File: src/rtl/ksa_gen.sv
// ksa_gen -- RC4-style key-scheduling sequencer driving an external S-box
// memory through a single address/data port with two-cycle read latency.
// Build option: define KSA_GEN_INIT_EN to fill S[i]=i before the schedule;
// without it the schedule runs on whatever the memory already holds.
module ksa_gen #(
    parameter int ADDR_W    = 8,
    parameter int KEY_BYTES = 3
) (
    input  logic                   clk,
    input  logic                   rst,
    input  logic                   en,
    output logic                   rdy,
    output logic                   done,
    input  logic [8*KEY_BYTES-1:0] key,
    input  logic [5:0]             key_len,
    output logic [ADDR_W-1:0]      addr,
    input  logic [ADDR_W-1:0]      rddata,
    output logic [ADDR_W-1:0]      wrdata,
    output logic                   wren
);

    if (ADDR_W < 2 || ADDR_W > 8) begin : g_bad_addr_w
        $error("ksa_gen: ADDR_W must be in 2..8");
    end
    if (KEY_BYTES < 1 || KEY_BYTES > 32) begin : g_bad_key_bytes
        $error("ksa_gen: KEY_BYTES must be in 1..32");
    end

    typedef enum logic [3:0] {
        IDLE, INIT, RD_SI, WT_SI, LD_SI, RD_SJ, WT_SJ, LD_SJ, WR_J, WR_I, FIN
    } state_t;

    localparam logic [5:0]        KB     = 6'(KEY_BYTES);
    localparam logic [8:0]        TOP_SH = 9'(8 * (KEY_BYTES - 1));
    localparam logic [ADDR_W-1:0] LAST   = '1;

    state_t                   state;
    logic [ADDR_W-1:0]        i;
    logic [ADDR_W-1:0]        j;
    logic [ADDR_W-1:0]        si;
    logic [ADDR_W-1:0]        sj;
    logic [8*KEY_BYTES-1:0]   key_r;
    logic [5:0]               klen;
    logic [5:0]               k;       // tracks i mod klen without a divider
    logic [5:0]               klen_eff;
    logic [8:0]               key_sh;
    logic [ADDR_W-1:0]        key_bits;
    logic [ADDR_W-1:0]        j_next;

    // Effective key length, current key byte (MSB byte first) and next j.
    always_comb begin
        // NOTE: every signal here is assigned on every pass, so no latch can form.
        klen_eff = (key_len == 6'd0 || key_len > KB) ? KB : key_len;
        key_sh   = TOP_SH - {k, 3'b000};
        key_bits = ADDR_W'(key_r >> key_sh);
        j_next   = j + rddata + key_bits;
    end

    // Single-process FSM: state, datapath registers and registered outputs.
    always_ff @(posedge clk or posedge rst) begin
        if (rst) begin
            state  <= IDLE;
            rdy    <= 1'b1;
            done   <= 1'b0;
            wren   <= 1'b0;
            addr   <= '0;
            wrdata <= '0;
            i      <= '0;
            j      <= '0;
            si     <= '0;
            sj     <= '0;
            k      <= '0;
            key_r  <= '0;
            klen   <= KB;
        end else begin
            // NOTE: non-blocking assignments so every branch sees pre-edge values.
            case (state)
                IDLE: begin
                    if (en) begin
                        key_r <= key;
                        klen  <= klen_eff;
                        i     <= '0;
                        j     <= '0;
                        k     <= '0;
                        rdy   <= 1'b0;
                        addr  <= '0;
`ifdef KSA_GEN_INIT_EN
                        wrdata <= '0;
                        wren   <= 1'b1;
                        state  <= INIT;
`else
                        state  <= RD_SI;
`endif
                    end
                end
`ifdef KSA_GEN_INIT_EN
                INIT: begin
                    if (i == LAST) begin
                        i      <= '0;
                        addr   <= '0;
                        wrdata <= '0;
                        wren   <= 1'b0;
                        state  <= RD_SI;
                    end else begin
                        i      <= i + 1'b1;
                        addr   <= i + 1'b1;
                        wrdata <= i + 1'b1;
                    end
                end
`endif
                RD_SI: state <= WT_SI;
                WT_SI: state <= LD_SI;
                LD_SI: begin
                    si    <= rddata;
                    j     <= j_next;
                    addr  <= j_next;
                    state <= RD_SJ;
                end
                RD_SJ: state <= WT_SJ;
                WT_SJ: state <= LD_SJ;
                LD_SJ: begin
                    sj     <= rddata;
                    wrdata <= si;
                    wren   <= 1'b1;
                    state  <= WR_J;
                end
                WR_J: begin
                    addr   <= i;
                    wrdata <= sj;
                    state  <= WR_I;
                end
                WR_I: begin
                    wren   <= 1'b0;
                    wrdata <= '0;
                    i      <= i + 1'b1;
                    k      <= (k == klen - 6'd1) ? 6'd0 : k + 6'd1;
                    if (i == LAST) begin
                        addr  <= '0;
                        done  <= 1'b1;
                        state <= FIN;
                    end else begin
                        addr  <= i + 1'b1;
                        state <= RD_SI;
                    end
                end
                FIN: begin
                    done  <= 1'b0;
                    rdy   <= 1'b1;
                    state <= IDLE;
                end
                default: begin
                    rdy    <= 1'b1;
                    done   <= 1'b0;
                    wren   <= 1'b0;
                    addr   <= '0;
                    wrdata <= '0;
                    state  <= IDLE;
                end
            endcase
        end
    end

endmodule

File: config.mk
export PLATFORM = sky130hd
export DESIGN_NAME = ksa_gen
export DESIGN_NICKNAME = d
export VERILOG_FILES = /design/src/rtl/ksa_gen.sv
export SDC_FILE = /design/constraint.sdc
export NUM_CORES = 1
export LEC_CHECK = 0
export CAP_MARGIN = 15
export CORE_UTILIZATION = 35
export DETAILED_ROUTE_END_ITERATION = 8
export PLACE_DENSITY = 0.66
export SYNTH_ARGS = -nofsm -noshare
export SYNTH_HDL_FRONTEND = slang
export SYNTH_SLANG_ARGS = --single-unit
File: constraint.sdc
create_clock -name clk -period 3.3 [get_ports clk]
set_input_delay 0.33 -clock clk [delete_from_list [all_inputs] [get_ports clk]]
set_output_delay 0.33 -clock clk [all_outputs]
set_load 0.03 [all_outputs]
Word-level counts from Yosys, hierarchy flattened:

Index checks and enable logic that the tools add are counted.

* equality and inequality tests: 13
* magnitude comparators: 1
* shift operators: 1
* bitwise operators: 3
* mux-type cells: 18
* add/subtract/negate cells: 6
* reduce and logical (&&, ||, !) cells: 16

Operator list (number)
* case mux 8 bit (5 select lines): 1
* case mux 4 bit (9 select lines): 1
* case mux 8 bit (2 select lines): 2
* case mux 8 bit (3 select lines): 1
* OR reduction 8 bit: 3
* >> shifter 24 x 9 -> 8 bit: 1
* 2-to-1 mux 6 bit: 3
* adder 8 bit: 2
* equality test 4 x 3 -> 1 bit (second input constant): 4
* 2-to-1 mux 8 bit: 2
* equality test 4 bit (second input constant): 3
* case mux 6 bit (2 select lines): 1
* AND reduction 2 bit: 6
* subtractor 5 x 9 -> 9 bit (first input constant): 1
* adder 8 x 1 -> 8 bit (second input constant): 1
* equality test 4 x 2 -> 1 bit (second input constant): 2
* equality test 8 bit (second input constant): 1
* 2-to-1 mux 4 bit: 2
* OR reduction 7 bit: 1
* adder 6 x 1 -> 6 bit (second input constant): 1
* equality test 6 bit: 1
* greater-than comparator 6 x 2 -> 1 bit (second input constant): 1
* zero test 6 bit: 1
* case mux 1 bit (2 select lines): 3
* other kinds (8): 13

* input bits: 41
* register bits after elaboration: 91
* output and inout bits: 19
* word-level logic and storage cells: 71

Longest topological paths before layout:

Gate-level depths: netlist (run 1).

* depth after elaboration: 4
* mapped depth: 16
* mapped depth without buffers: 15

Worst setup path before layout (run 1):

Ideal clock, no wire load.

* kind: register -> register
* start: register k[1]
* end: register addr[7]
* required time: 3.223 ns
* setup time: 0.077 ns
* slack: -0.225 ns
* period minus slack after synthesis: 3.525 ns
* path buffers: 2
* data arrival time: 3.448 ns
* cell stages (with the launch flop): 15
* cell sequence: dfrtp_1 -> ha_1 -> buf_2 -> buf_1 -> mux2i_1 -> nor2_1 -> a31oi_1 -> a21oi_1 -> fa_1 -> ha_1 -> nor2b_1 -> o31a_1 -> o22ai_1 -> xnor3_1 -> o21ai_1

* word-level cells in the longest chain between the ends: 4

Ends and longest elaborated chain
* start: declaration: line 44 `logic [5:0] k;`
* start signal: assignment: line 136 `k <= (k == klen - 6'd1) ? 6'd0 : k + 6'd1;`
* subtractor 5 x 9 -> 9 bit: line 54 `key_sh = TOP_SH - {k, 3'b000};`
* >> shifter 24 x 9 -> 8 bit: line 55 `key_bits = ADDR_W'(key_r >> key_sh);`
* adder 8 bit: line 56 `j_next = j + rddata + key_bits;`
* case mux 8 bit (5 select lines): line 77 `case (state)`
* end signal: assignment: line 116 `addr <= j_next;`
* end signal: assignment: line 128 `addr <= i;`
* end signal: assignment: line 142 `addr <= i + 1'b1;`
* end: declaration: line 16 `output logic [ADDR_W-1:0] addr,`

No other way between the ends.
A chain may end at the register's enable or synchronous reset.

Final worst setup path (run 1):

* start: register k[0]
* end: register j[7]

* word-level cells in the longest chain between the ends: 4

Ends and longest elaborated chain
* subtractor 5 x 9 -> 9 bit: line 54
* >> shifter 24 x 9 -> 8 bit: line 55
* adder 8 bit: line 56
* case mux 8 bit (2 select lines): line 77
* end signal: assignment: line 115 `j <= j_next;`
* end: declaration: line 39 `logic [ADDR_W-1:0] j;`

No other way between the ends.

==> reports/metrics.yaml, run 1 <==
logic_synthesis:
  syn_area_um2: 4770
  ys.flop_type: "dfrtp_1"
  synthDominantCellAreaShare_pct: 46.1
  synth_common_cells: "157 x nand2_1, 88 x dfrtp_1, 24 x nor2_1, 23 x inv_1, 23 x o21ai_0"
  ys_ff_latch: 91
  synth_edf_count: 0
  yosysMostFrequentCell: "nand2_1"
  syn-num-nets: 579
  async_flop_share_pct: 100
  syn_avg_cell_area_um2: 9.16
  syn_inst: 521
  synth.largest_area_cell: "dfrtp_1"
  synth_area_leaders: "dfrtp_1 46%, nand2_1 12%, fa_1 3.4%"
  ys_warn_count: 0
  yosysUniqueCellTypes: 63
  seq_area_frac_synth_pct: 47.8
final_layout:
  nets: 642
  antenna_cells: 0
  utilization_pct: 45.1
  area.growth.synth_to_final_pct: 25.7
  drive_above_1_share_pct: 10.2
route:
  drcViolationCount: 0
  num_vias: 3966
  wl_per_cell_um: 15.4
  drtIter0Drc: 288
  drt_wl_total_um: 11800
  viasPerCell: 5.18
  drt_pre_antenna_iters: 7
  postRouteAntennaNets: 0
sta:
  finalSetupViolations: 0
  fmax_ghz: 0.309
  skew_ps: 9.49
  timing.final.crit_share_pct: 98.0
  maxSlewHeadroom_pct: 37.5
  min_period_ps: 3230
  timing.final.ws_setup_ps: 66.5
  rsz0062_at_grt: "yes"
  final_max_slew_viol_count: 0
  finalSetupTns_ps: 0
  hold_viol_final: 0
  worst_pin_slew_ps: 934
power_and_ir_drop:
  power.density_nw_per_um2: 494
  total_power_mw: 2.96
  power_leakage_nw: 2.82
  irDropWorstVdd_uv: 285
setup_path:
  path_buf_inv: 1
  crit_path_start: "k[0]"
  crit_type: "flip-flop to flip-flop"
  critPathMaxFanout: 5
  cp_slowest_cell: "fa_1"
  reg2reg_from: "k[0]"
  path_cells: "ha_4 > and4bb_4 > o2111ai_4 > buf_4 > a21oi_1 > fa_1 > ha_1 > o21a_1 > o31a_1 > o22ai_2 > xnor3_1 > o21ai_1"
  crit_arrival_ps: 3500
  cp-start-kind: "flip-flop"
  path_delay_family: "adder cells"
  worst_ep_required_time_ps: 3560
  end_kind: "flip-flop"
  cp_slowest_stage_delay_ps: 480
cts:
  clockBufferDepth: 2
  cts.sinks: 91
  htreeDepth: 3
  cts.hold.buffers_added: 0
  cts_tree: "yes"
  cts_root_buf: "clkbuf_16"
  cts_buffers: 9
  clk_latency_ps: 340
  clkTransAtPathRegs_ps: 60
grt:
  grt_max_degree: 54
  antenna_found_initial: 0
  grt_pass1_vias: 3939
  grt_first_pass_wirelength_um: 19800
  grt_overflow: 0
  grt_use_total_pct: 17.9
floorplan:
  dieWidth_um: 119
  dieArea_um2: 14100
  ios: 60
  die_height_um: 119
  num_rows: 42
  start_util_pct: 35.9
  core_area_um2: 13300
placed_design:
  numPortBuffers: 59
  post-place-ws_ps: -7.85
  dp_hpwl_um: 8340
  gp_congestion: 0.871
min_path:
  min_path_type: "input port to asynchronous set/reset pin"
status:
  outcome: "finished, final reports clean"
job:
  drv_cap: 0
power by group:
| group | internal, mW | switching [mW] | total [mW] |
|---|---|---|---|
| logic | 0.299 | 0.291 | 0.590 |
| clock network | 0.727 | 0.426 | 1.15 |
| registers | 1.17 | 0.0475 | 1.22 |
| total | 2.20 | 0.764 | 2.96 |
what timing repair did:
item / in CTS / in global routing
cloned: 0 / 0
buffers inserted: 0 / 3
pin swaps: 0 / 8
gates resized for setup: 1 / 10
setup endpoints to repair: 3 / 6
metrics by stage:
stage               std cells  hold WS [ps]  cell area (µm²)
floorplan                 521           435             4780
global placement          746           457             5600
detailed placement        746           464             5600
CTS                       762           377             5940
global route              765           395             6000
finish                    765           355             6000
placed cells by master, fill, tap and decap left out, drive strengths merged, types with 4 or more instances in the layout:
master,n
a21oi,21
a222oi,10
a31oi,8
and2,6
buf,21
clkbuf,13
clkdlybuf4s50,59
dfrtp,88
fa,8
ha,9
inv,22
mux2i,8
nand2,157
nand3,12
nand3b,4
nor2,25
nor3,6
nor4,4
o211ai,4
o21ai,29
o31ai,4
xnor2,10
xor2,5
worst register-to-register path, stage by stage, from the launching register on:
cell,delay (ps)
dfrtp_1,430
ha_4,190
and4bb_4,310
o2111ai_4,170
buf_4,190
a21oi_1,240
fa_1,480
ha_1,360
o21a_1,190
o31a_1,120
o22ai_2,110
xnor3_1,240
o21ai_1,140
cells by family after synthesis:
logic type / count (synthesis) / share of synthesized area (%)
fa+ha+maj: 17 / 5.71
simple gates: 237 / 22.0
flops: 91 / 47.8
xor+xnor: 17 / 3.69
mux: 8 / 1.68
compound gates: 100 / 14.4
buf+inv: 51 / 4.72
final timing paths:
kind | slack [ps] | depth (start not counted) | endpoint
max | 70 | 12 | j[7]
min | 350 | 2 | wrdata[7]
max reg2reg | 70 | 12 | j[7]
min reg2reg | 480 | 2 | sj[2]
max in group asynchronous | 2240 | 3 | rdy
min in group clk | 480 | 2 | sj[2]
state kept, by name (all words and copies together) (netlist names):
signal / flops
j: 8
klen: 6
sj: 8
key_r: 24
si: 8
addr: 8
k: 6
i: 8
wren: 1
rdy: 1
wrdata: 8
done: 1
state: 4
layer usage:
| layer | share of wire [%] | global-route usage [%] | up-vias | routed length [µm] |
|---|---|---|---|---|
| met3 | 4.4 | 3.96 | 14 | 513 |
| li1 | - | - | 1910 | - |
| met4 | 1.5 | 5.78 | 0 | 182 |
| met2 | 49 | 29.5 | 112 | 5710 |
| met5 | 0 | 0 | - | 0 |
| met1 | 46 | 23.3 | 1930 | 5360 |
final cells by class:
cell class / count / area, µm²
flip-flops and latches: 91 / 2280
inverters: 23 / 87.6
fillers: 1266 / 7290
clock buffers: 13 / 270
well taps: 176 / 220
repair buffers: 80 / 764
multi-input cells: 379 / 2310
clock inverters: 3 / 68.8
No activity file was read; power rests on OpenSTA's default activity.
==> inputs of run 2 (changes only) <==
--- a/config.mk
+++ b/config.mk
@@ -7,6 +7,7 @@
 export LEC_CHECK = 0
 export CAP_MARGIN = 15
 export CORE_UTILIZATION = 35
+export CTS_BUF_LIST = sky130_fd_sc_hd__clkbuf_4
 export DETAILED_ROUTE_END_ITERATION = 8
 export PLACE_DENSITY = 0.66
 export SYNTH_ARGS = -nofsm -noshare
==> run 2 against run 1 <==
Effect of this change:
- critical endpoint is now addr[7]
- maximum frequency shrank 0.24%
- core utilization down 1.4 points
- critical path depth up 3
- highest routed layer unchanged
- largest power group unchanged
- non-clock buffer count is the same
==> reports/metrics.yaml, run 2 (same netlist as run 1, synthesis figures left out) <==
setup_path:
  cp_slowest_cell: "dfrtp_1"
  cp-start-kind: "flip-flop"
  worst_ep_required_time_ps: 3610
  crit_arrival_ps: 3550
  path_cells: "ha_4 > and4bb_4 > o2111ai_4 > nand2_1 > nand2_2 > fa_1 > inv_1 > ha_2 > inv_2 > fa_2 > nor2b_2 > o31a_1 > o22ai_2 > xnor3_1 > o21ai_1"
  cp_slowest_stage_delay_ps: 450
  crit_type: "flip-flop to flip-flop"
  path_buf_inv: 2
  path_delay_family: "adder cells"
  end_kind: "flip-flop"
  critPathMaxFanout: 6
grt:
  grt_pass1_vias: 3903
  antenna_found_initial: 0
  grt_use_total_pct: 17.6
  grt_overflow: 0
  grt_first_pass_wirelength_um: 19400
  grt_max_degree: 54
floorplan:
  die_height_um: 119
  dieWidth_um: 119
  start_util_pct: 35.9
  core_area_um2: 13300
  dieArea_um2: 14100
  ios: 60
  num_rows: 42
power_and_ir_drop:
  switching_share_pct: 28.4
  p_clk_share_pct: 27.4
  irDropWorstVdd_uv: 177
  power_frac_comb_pct: 23.6
  internal-power_mw: 1.79
  seqPwrFrac_pct: 49.0
  switching_power_mw: 0.707
  power_leakage_nw: 2.74
  power.density_nw_per_um2: 428
min_path:
  min_path_type: "input port to asynchronous set/reset pin"
sta:
  final_max_slew_viol_count: 0
  worst_pin_slew_ps: 945
  finalSetupTns_ps: 0
  min_period_ps: 3240
  skew_ps: 32.7
  finalSetupViolations: 0
  rsz0062_at_grt: "yes"
  maxSlewHeadroom_pct: 36.8
  timing.final.crit_share_pct: 98.2
  fmax_ghz: 0.309
  hold_viol_final: 0
route:
  viasPerCell: 5.17
  drtIter0Drc: 306
  num_vias: 3955
  drcViolationCount: 0
  drt_pre_antenna_iters: 5
  wl_per_cell_um: 15.1
  postRouteAntennaNets: 0
  drt_wl_total_um: 11500
final_layout:
  final_cell_mix: "155 x nand2_1, 88 x dfrtp_1, 59 x clkdlybuf4s50_1, 24 x nor2_1, 22 x o21ai_0"
  area.growth.synth_to_final_pct: 21.9
  fin_cells: 765
  final_common_cell: "nand2_1"
  utilization_pct: 43.8
  drive_above_1_share_pct: 9.85
  top_register: "key_r"
  largest_reg_flops: 24
  fillers: 1288
  nets: 642
  antenna_cells: 0
  finalInstanceArea_um2: 5820
  final-seq-area_um2: 2280
  multi_input_area_um2: 2310
job:
  drv_cap: 0
cts:
  cts.sinks: 91
  cts_buffers: 9
  clk_latency_ps: 470
  clockBufferDepth: 2
  clkTransAtPathRegs_ps: 140
  cts_tree: "yes"
  cts_root_buf: "clkbuf_4"
  htreeDepth: 3
  cts.hold.buffers_added: 0
placed_design:
  place_area_um2: 5600
  dp_hpwl_um: 8340
  numPortBuffers: 59
  place_inst: 746
  gp_congestion: 0.871
status:
  outcome: "finished, final reports clean"
==> run 2: cell types whose count changed in the layout (fill, tap and decap cells not counted) <==
cell and delta:
and2_4 +1, and2_2 -1, clkbuf_4 +10, clkinv_1 +3, clkbuf_16 -9, clkbuf_1 -1
o21ai_2 +1, a21oi_2 -1, a21oi_1 +1, o21ai_0 -1, clkbuf_8 -3
==> run 2: per-layer routing <==
metal | track usage, % | routed length, µm
met5 | 0 | 0
met1 | 23.1 | 5180
met4 | 5.38 | 168
met2 | 28.8 | 5560
met3 | 3.96 | 639
==> run 2: repair_timing <==
action / in CTS / in global routing
endpoints found under the setup margin: 3 / 6
buffers inserted: 1 / 2
gates resized for setup: 1 / 12
pin swaps: 1 / 11
gates cloned: 0 / 0
==> run 2: per-stage QoR <==
step	setup slack [ps]	hold WS (ps)	power (mW)
2_1_floorplan	157	435	1.61
3_3_place_gp	87.0	457	1.78
3_5_place_dp	-7.85	464	1.80
4_1_cts	3.12	227	2.49
5_1_grt	-112	236	2.63
6_report	58.8	221	2.49
==> run 2: final timing paths <==
check / startpoint / endpoint / slack [ps] / cells past startpoint
max in group asynchronous: rst / rdy / 2390 / 3
worst max register to register: k[0] / addr[7] / 60 / 15
min in group clk: key[21] / key_r[21] / 390 / 3
worst max-delay path: k[0] / addr[7] / 60 / 15
worst min register to register: key_r[13] / key_r[13] / 490 / 2
worst min-delay path: rst / wrdata[7] / 220 / 2
==> run 2: final cells by class <==
| type | instances | area share, % |
|---|---|---|
| Sequential cell | 91 | 39.2 |
| Timing Repair Buffer | 80 | 13.1 |
| Tap cell | 176 | 3.78 |
| Inverter | 23 | 1.51 |
| Multi-Input combinational cell | 379 | 39.7 |
| Clock buffer | 10 | 1.29 |
| Clock inverter | 6 | 1.38 |
==> run 2: power by group through the flow <==
stage	combinational, mW	sequential [mW]	clock (mW)
3_3_place_gp	0.540	1.24	0
4_1_cts	0.561	1.22	0.704
2_1_floorplan	0.387	1.23	0
3_5_place_dp	0.557	1.24	0
6_report	0.588	1.22	0.684
5_1_grt	0.653	1.23	0.751
